File: src/rtl/multicycle_control_fsm.sv
// Main control sequencer for the multi-cycle MIPS datapath.
//
// The FSM steps each instruction through fetch, decode, execute, memory and
// writeback phases. It decodes the 6-bit opcode and drives the datapath mux
// selects, the ALUOp field for the ALU control decoder, and the write strobes.
//
// State table (state | meaning):
//   FETCH  (0)  | read instruction at PC, PC+4 -> PC, waits on memory
//   DECODE (1)  | register read, branch target -> ALUOut, dispatch on opcode
//   MEMADR (2)  | effective address A + signext(imm) for LW/SW
//   MEMRD  (3)  | data read at ALUOut, waits on memory
//   MEMWB  (4)  | MDR -> rt
//   MEMWR  (5)  | data write at ALUOut, waits on memory
//   EXEC   (6)  | R-type ALU operation A op B
//   ALUWB  (7)  | ALUOut -> rd
//   BRANCH (8)  | A - B, PC <= ALUOut when zero
//   JUMP   (9)  | PC <= jump target
//   ADDIEX (10) | A + signext(imm)
//   ADDIWB (11) | ALUOut -> rt
//   12..15      | unused; all strobes low, return to FETCH
//
// Ports:
//   i_clk, i_rst_n    rising-edge clock, asynchronous active-low reset
//   i_Opcode          IR[31:26], sampled only in DECODE and MEMADR
//   i_mem_ready       memory completed the current access this cycle
//   o_MemRead/o_MemWrite/o_IorD        memory request and address select
//   o_IRWrite/o_PCWrite/o_Branch/o_PCSrc  IR and PC update controls
//   o_ALUSrcA/o_ALUSrcB/o_ALUOp       ALU operand selects and op class
//   o_RegDst/o_MemtoReg/o_RegWrite    register file write controls
//   o_illegal         one-cycle pulse in DECODE on an unrecognised opcode
//   o_state           current state encoding

module multicycle_control_fsm #(
    parameter logic [5:0] OP_RTYPE = 6'b000000,
    parameter logic [5:0] OP_LW    = 6'b100011,
    parameter logic [5:0] OP_SW    = 6'b101011,
    parameter logic [5:0] OP_BEQ   = 6'b000100,
    parameter logic [5:0] OP_J     = 6'b000010,
    parameter logic [5:0] OP_ADDI  = 6'b001000
) (
    input  logic       i_clk,
    input  logic       i_rst_n,
    input  logic [5:0] i_Opcode,
    input  logic       i_mem_ready,
    output logic       o_MemRead,
    output logic       o_MemWrite,
    output logic       o_IorD,
    output logic       o_IRWrite,
    output logic       o_PCWrite,
    output logic       o_Branch,
    output logic [1:0] o_PCSrc,
    output logic       o_ALUSrcA,
    output logic [1:0] o_ALUSrcB,
    output logic [1:0] o_ALUOp,
    output logic       o_RegDst,
    output logic       o_MemtoReg,
    output logic       o_RegWrite,
    output logic       o_illegal,
    output logic [3:0] o_state
);

    typedef enum logic [3:0] {
        FETCH  = 4'd0,
        DECODE = 4'd1,
        MEMADR = 4'd2,
        MEMRD  = 4'd3,
        MEMWB  = 4'd4,
        MEMWR  = 4'd5,
        EXEC   = 4'd6,
        ALUWB  = 4'd7,
        BRANCH = 4'd8,
        JUMP   = 4'd9,
        ADDIEX = 4'd10,
        ADDIWB = 4'd11
    } state_t;

    state_t state_q;
    state_t state_d;

    // Ungated strobes from the state decode; reset gating is applied below.
    logic mem_read;
    logic mem_write;
    logic ir_write;
    logic pc_write;
    logic branch;
    logic reg_write;
    logic illegal;

    always_ff @(posedge i_clk or negedge i_rst_n) begin
        if (!i_rst_n) begin
            state_q <= FETCH;
        end else begin
            state_q <= state_d;
        end
    end

    always_comb begin
        state_d    = FETCH;
        mem_read   = 1'b0;
        mem_write  = 1'b0;
        ir_write   = 1'b0;
        pc_write   = 1'b0;
        branch     = 1'b0;
        reg_write  = 1'b0;
        illegal    = 1'b0;
        o_IorD     = 1'b0;
        o_PCSrc    = 2'b00;
        o_ALUSrcA  = 1'b0;
        o_ALUSrcB  = 2'b00;
        o_ALUOp    = 2'b00;
        o_RegDst   = 1'b0;
        o_MemtoReg = 1'b0;

        case (state_q)
            FETCH: begin
                mem_read  = 1'b1;
                o_ALUSrcB = 2'b01;
                // IR and PC only load on the cycle the instruction word arrives.
                ir_write  = i_mem_ready;
                pc_write  = i_mem_ready;
                state_d   = i_mem_ready ? DECODE : FETCH;
            end
            DECODE: begin
                o_ALUSrcB = 2'b11;
                case (i_Opcode)
                    OP_LW, OP_SW: state_d = MEMADR;
                    OP_RTYPE:     state_d = EXEC;
                    OP_BEQ:       state_d = BRANCH;
                    OP_J:         state_d = JUMP;
                    OP_ADDI:      state_d = ADDIEX;
                    default: begin
                        state_d = FETCH;
                        illegal = 1'b1;
                    end
                endcase
            end
            MEMADR: begin
                o_ALUSrcA = 1'b1;
                o_ALUSrcB = 2'b10;
                // Only LW/SW reach here; anything else is a corrupted opcode
                // and the instruction is dropped back to fetch.
                if (i_Opcode == OP_LW) begin
                    state_d = MEMRD;
                end else if (i_Opcode == OP_SW) begin
                    state_d = MEMWR;
                end else begin
                    state_d = FETCH;
                end
            end
            MEMRD: begin
                mem_read = 1'b1;
                o_IorD   = 1'b1;
                state_d  = i_mem_ready ? MEMWB : MEMRD;
            end
            MEMWB: begin
                o_MemtoReg = 1'b1;
                reg_write  = 1'b1;
                state_d    = FETCH;
            end
            MEMWR: begin
                mem_write = 1'b1;
                o_IorD    = 1'b1;
                state_d   = i_mem_ready ? FETCH : MEMWR;
            end
            EXEC: begin
                o_ALUSrcA = 1'b1;
                o_ALUOp   = 2'b10;
                state_d   = ALUWB;
            end
            ALUWB: begin
                o_RegDst  = 1'b1;
                reg_write = 1'b1;
                state_d   = FETCH;
            end
            BRANCH: begin
                o_ALUSrcA = 1'b1;
                o_ALUOp   = 2'b01;
                o_PCSrc   = 2'b01;
                branch    = 1'b1;
                state_d   = FETCH;
            end
            JUMP: begin
                o_PCSrc  = 2'b10;
                pc_write = 1'b1;
                state_d  = FETCH;
            end
            ADDIEX: begin
                o_ALUSrcA = 1'b1;
                o_ALUSrcB = 2'b10;
                state_d   = ADDIWB;
            end
            ADDIWB: begin
                reg_write = 1'b1;
                state_d   = FETCH;
            end
            default: begin
                state_d = FETCH;
            end
        endcase
    end

    // The state register already shows FETCH during reset, but FETCH itself
    // asserts MemRead and (with ready high) IRWrite/PCWrite, so every strobe
    // is also masked by the reset level to keep the datapath quiet.
    assign o_MemRead  = mem_read  & i_rst_n;
    assign o_MemWrite = mem_write & i_rst_n;
    assign o_IRWrite  = ir_write  & i_rst_n;
    assign o_PCWrite  = pc_write  & i_rst_n;
    assign o_Branch   = branch    & i_rst_n;
    assign o_RegWrite = reg_write & i_rst_n;
    assign o_illegal  = illegal   & i_rst_n;
    assign o_state    = state_q;

endmodule

File: config.mk
export PLATFORM = sky130hd
export DESIGN_NAME = multicycle_control_fsm
export DESIGN_NICKNAME = d
export VERILOG_FILES = /design/src/rtl/multicycle_control_fsm.sv
export SDC_FILE = /design/constraint.sdc
export NUM_CORES = 1
export LEC_CHECK = 0
export ABC_AREA = 1
export CAP_MARGIN = 20
export CELL_PAD_IN_SITES_DETAIL_PLACEMENT = 1
export CELL_PAD_IN_SITES_GLOBAL_PLACEMENT = 2
export CORE_UTILIZATION = 15
export CTS_BUF_LIST = sky130_fd_sc_hd__clkbuf_8
export CTS_CLUSTER_DIAMETER = 120
export DETAILED_ROUTE_END_ITERATION = 10
export PLACE_DENSITY_LB_ADDON = 0.15
export SKIP_CTS_REPAIR_TIMING = 1
export SYNTH_ARGS = -nofsm -noshare
export SYNTH_HDL_FRONTEND = slang
export SYNTH_SLANG_ARGS = --single-unit
File: constraint.sdc
create_clock -name i_clk -period 1.1 [get_ports i_clk]
set_clock_uncertainty 0.15 [all_clocks]
set_input_delay 0.22 -clock i_clk [delete_from_list [all_inputs] [get_ports i_clk]]
set_output_delay 0.22 -clock i_clk [all_outputs]
set_load 0.01 [all_outputs]
Word level (Yosys, flattened, before mapping). Cells that the tools add are included.

Register bits: 4. Output and inout bits: 21.

Eq/ne operators: 16. Multiplexer cells: 22. Bitwise logic cells: 7. Reductions and logical operators: 9.

Operator list (count): 4-bit one-hot mux with 7 select lines (1); 4-bit one-hot mux with 5 select lines (1); 4-bit by 3-bit equality test with 1-bit output (second input constant) (4); 4-bit equality test (second input constant) (4); 6-bit equality test (second input constant) (2); 1-bit 2-to-1 mux (12); 3-bit 2-to-1 mux (4); 4-bit by 2-bit equality test with 1-bit output (second input constant) (2); 2-bit one-hot mux with 2 select lines (2); 2-bit OR reduction (4); 1-bit AND (7); 6-bit by 2-bit equality test with 1-bit output (second input constant) (1); 6-bit by 3-bit equality test with 1-bit output (second input constant) (1); 6-bit by 4-bit equality test with 1-bit output (second input constant) (1); 6-bit zero test (1); 2-bit one-hot mux with 3 select lines (1); 6-bit OR reduction (1); 4-bit by 1-bit equality test with 1-bit output (second input constant) (1); 4-bit zero test (1); 4-bit OR reduction (1); 3-bit OR reduction (1); 1-bit one-hot mux with 2 select lines (1).

Depth between registers and ports, before layout.
Word-level depth: 5. Mapped depth: 7.

Worst setup path before layout. Ideal clock, no wire load.

Path type: flip-flop to output port. Start point: reg state_q[0], in the netlist o_state[0]. End point: out o_illegal. Data arrival time: 1038 ps. Slack: -308 ps. Stages on the path, launching flop included: 7. Path buffers: 0. Cell sequence: dfrtp_1 inv_2 nor2_4 nand2_4 nor2_2 nand3_1 nor2_1.

Cells in the longest elaborated chain, start to end: 3.

RTL lines: from (decl) (RTL line 77) `state_t state_q;`; from (signal assigned) (RTL line 93) `state_q <= state_d;`; 4-bit by 1-bit equality test with 1-bit output (RTL line 114) `case (state_q)`; 1-bit 2-to-1 mux (RTL line 114); 1-bit AND (RTL line 211) `assign o_illegal = illegal & i_rst_n;`; to (decl) (RTL line 58) `output logic o_illegal,`.

Every way passes these cells.

Worst setup path in the final report.
Start point: reg state_q[3], in the netlist o_state[3]. End point: out o_illegal.

The elaborated chain is that of the path after synthesis.

==> results.ini <==
[run_status]
status=complete, but fails checks
violations=negative setup slack

[clock_tree]
cts_num_sinks=4
cts.path.max_buffers=2
cts_tree=yes
clk_pin_slew_worst_paths_ps=30
cts_buffers=3
clk_latency_ps=220
cts_root_buf=clkbuf_8
htree_num_levels=1

[timing]
worst_pin_slew_ps=156
fin_crit_ps=1660
fmax_mhz=604
whs_ps=144
setup_ws_ps=-557
rsz0062_at_grt=true
relSlewSlack=0.895
slew_violations=0
finalCritPeriodShare=1.51
hold_violations=0
setup_viol=25

[pwr]
power_frac_seq=0.221
p_clk_frac=0.403
p_total_w=0.000762
p_switching_w=0.000234
combPwrFrac=0.376
switching_share=0.307
p_leak_nw=0.733
peakVddDrop_uv=233
cellPowerDensity_nw_per_um2=654
p_int_w=0.000528

[global_route]
antenna_found_initial=0
grt_pass1_wl_mm=3.43
grt_max_degree=7
globalRouteOverflowTotal=0
grt.total_usage=0.125
grt_pass1_vias=799

[synth]
netlist_area_um2=523
synth_top_family_by_area=simple AND/OR/NAND/NOR gates
synth_fa_ha_area_frac=0
yosys_warnings=0
ys_ff_latch=4
synthMuxAreaShare=0
synth_xor_area_frac=0
synth_compound_area_frac=0.0287
syn_avg_cell_area_um2=5.18
syn_inst=101
synthDistinctLibCells=13
yosys.area_share.simple=0.636
seq_area_frac_synth=0.191
syn_nets=110

[detailed_routing]
wire_per_inst_um=10.2
vias=831
postRouteWirelength_mm=2.15
ant_nets=0
drc_errors=0
viasPerCell=3.94
first_pass_iters=3
drt_iter0_drc=9

[final_layout]
final_area_um2=1160
largest_register_ffs=4
n_antenna_cell=0
most-common-layout-cells=30 x buf_4, 26 x nand2_1, 18 x nor2_1
layout-drive-gt1-share=0.539
final_nets=176
layout_commonest_cell=buf_4
synthToLayoutAreaGrowth_pct=123

[worst_setup_path]
reg2reg_from=o_state[1]$_DFF_PN0_
worstSetupPathType=flip-flop to output pin
rr_worst_depth=8
critPathRequiredTime_ps=730
rr_endpoint=o_state[1]$_DFF_PN0_
crit_path_max_fanout=4
arrival_ps=1290
regToRegSetupSlack_ps=-310
cp-end-kind=output pin
setup.worst_path.start_class=flip-flop

[die]
die_x_um=61.1
io-pin-count=30
die_height_um=61.1
rows=21
dieArea_um2=3730
start_util=0.157
core_area_um2=3340

[worst_hold_path]
hold_path.class=input port to asynchronous set/reset pin

[place]
dp_hpwl_mm=1.79
gp_congestion=0.824
pre_cts_ws_ps=-980
placed_area_um2=1090
portBuffers=29

[run]
max_cap_viol_count=0

## cells by family after synthesis
group	count (synthesis)
AO/OA/AOI/OAI	3
flip-flops	4
AND/OR/NAND/NOR	74
buffers and inverters	20
## critical path, stage by stage (launching register included)
cell,delay (ps)
dfrtp_2,430
nor2_4,130
buf_6,110
nand2_4,50
nor2_2,80
nand3_1,80
nor2_2,80
buf_2,130
## cell usage after synthesis
cell type,n,share of area
inv_2,1,0.0072
nand4_1,1,0.012
nor3_2,1,0.019
inv_1,19,0.14
nand2_4,1,0.022
a21oi_1,3,0.029
nand2_1,29,0.21
nor2_4,2,0.043
dfrtp_1,4,0.19
nor2_1,24,0.17
nand2_2,1,0.012
nor2_2,2,0.024
nand3_1,13,0.12
## worst max-delay path by stage
stage,startpoint,end,depth (start not counted)
after floorplan,o_state[2]$_DFF_PN0_,o_illegal,5
after global placement,i_Opcode[5],o_illegal,7
after detailed placement,i_Opcode[5],o_illegal,7
after CTS,o_state[3]$_DFF_PN0_,o_RegWrite,6
after global routing,o_state[3]$_DFF_PN0_,o_illegal,7
final,o_state[3]$_DFF_PN0_,o_illegal,7
## layout make-up
type / count / area, um2
fill: 466 / 2170
timing repair buffer: 61 / 480
multi-input combinational: 77 / 403
sequential: 4 / 105
inverter: 20 / 77.6
tap: 46 / 57.6
clock buffer: 3 / 41.3
## metrics by stage
step,setup TNS [ps],std cells,util
floorplan,-2950,101,-
global placement,-15770,201,0.326
detailed placement,-15780,201,0.326
CTS,-19250,204,0.338
global route,-11740,211,0.349
finish,-9980,211,0.349
## metal layers
layer | track usage | share of wire | vias up
li1 | - | - | 432
met1 | 0.152 | 0.41 | 381
met2 | 0.222 | 0.56 | 16
met3 | 0.00840 | 0.023 | 2
met4 | 0.0584 | 0.0060 | 0
met5 | 0 | 0 | -
## power groups by stage
stage | registers (W) | logic [W] | clock network, W
5_1_grt | 0.000169 | 0.000316 | 0.000333
2_1_floorplan | 0.000173 | 0.000108 | 0
3_3_place_gp | 0.000167 | 0.000289 | 0
6_report | 0.000168 | 0.000286 | 0.000307
4_1_cts | 0.000166 | 0.000294 | 0.000314
3_5_place_dp | 0.000168 | 0.000293 | 0
(Power assumes the default switching activity.)
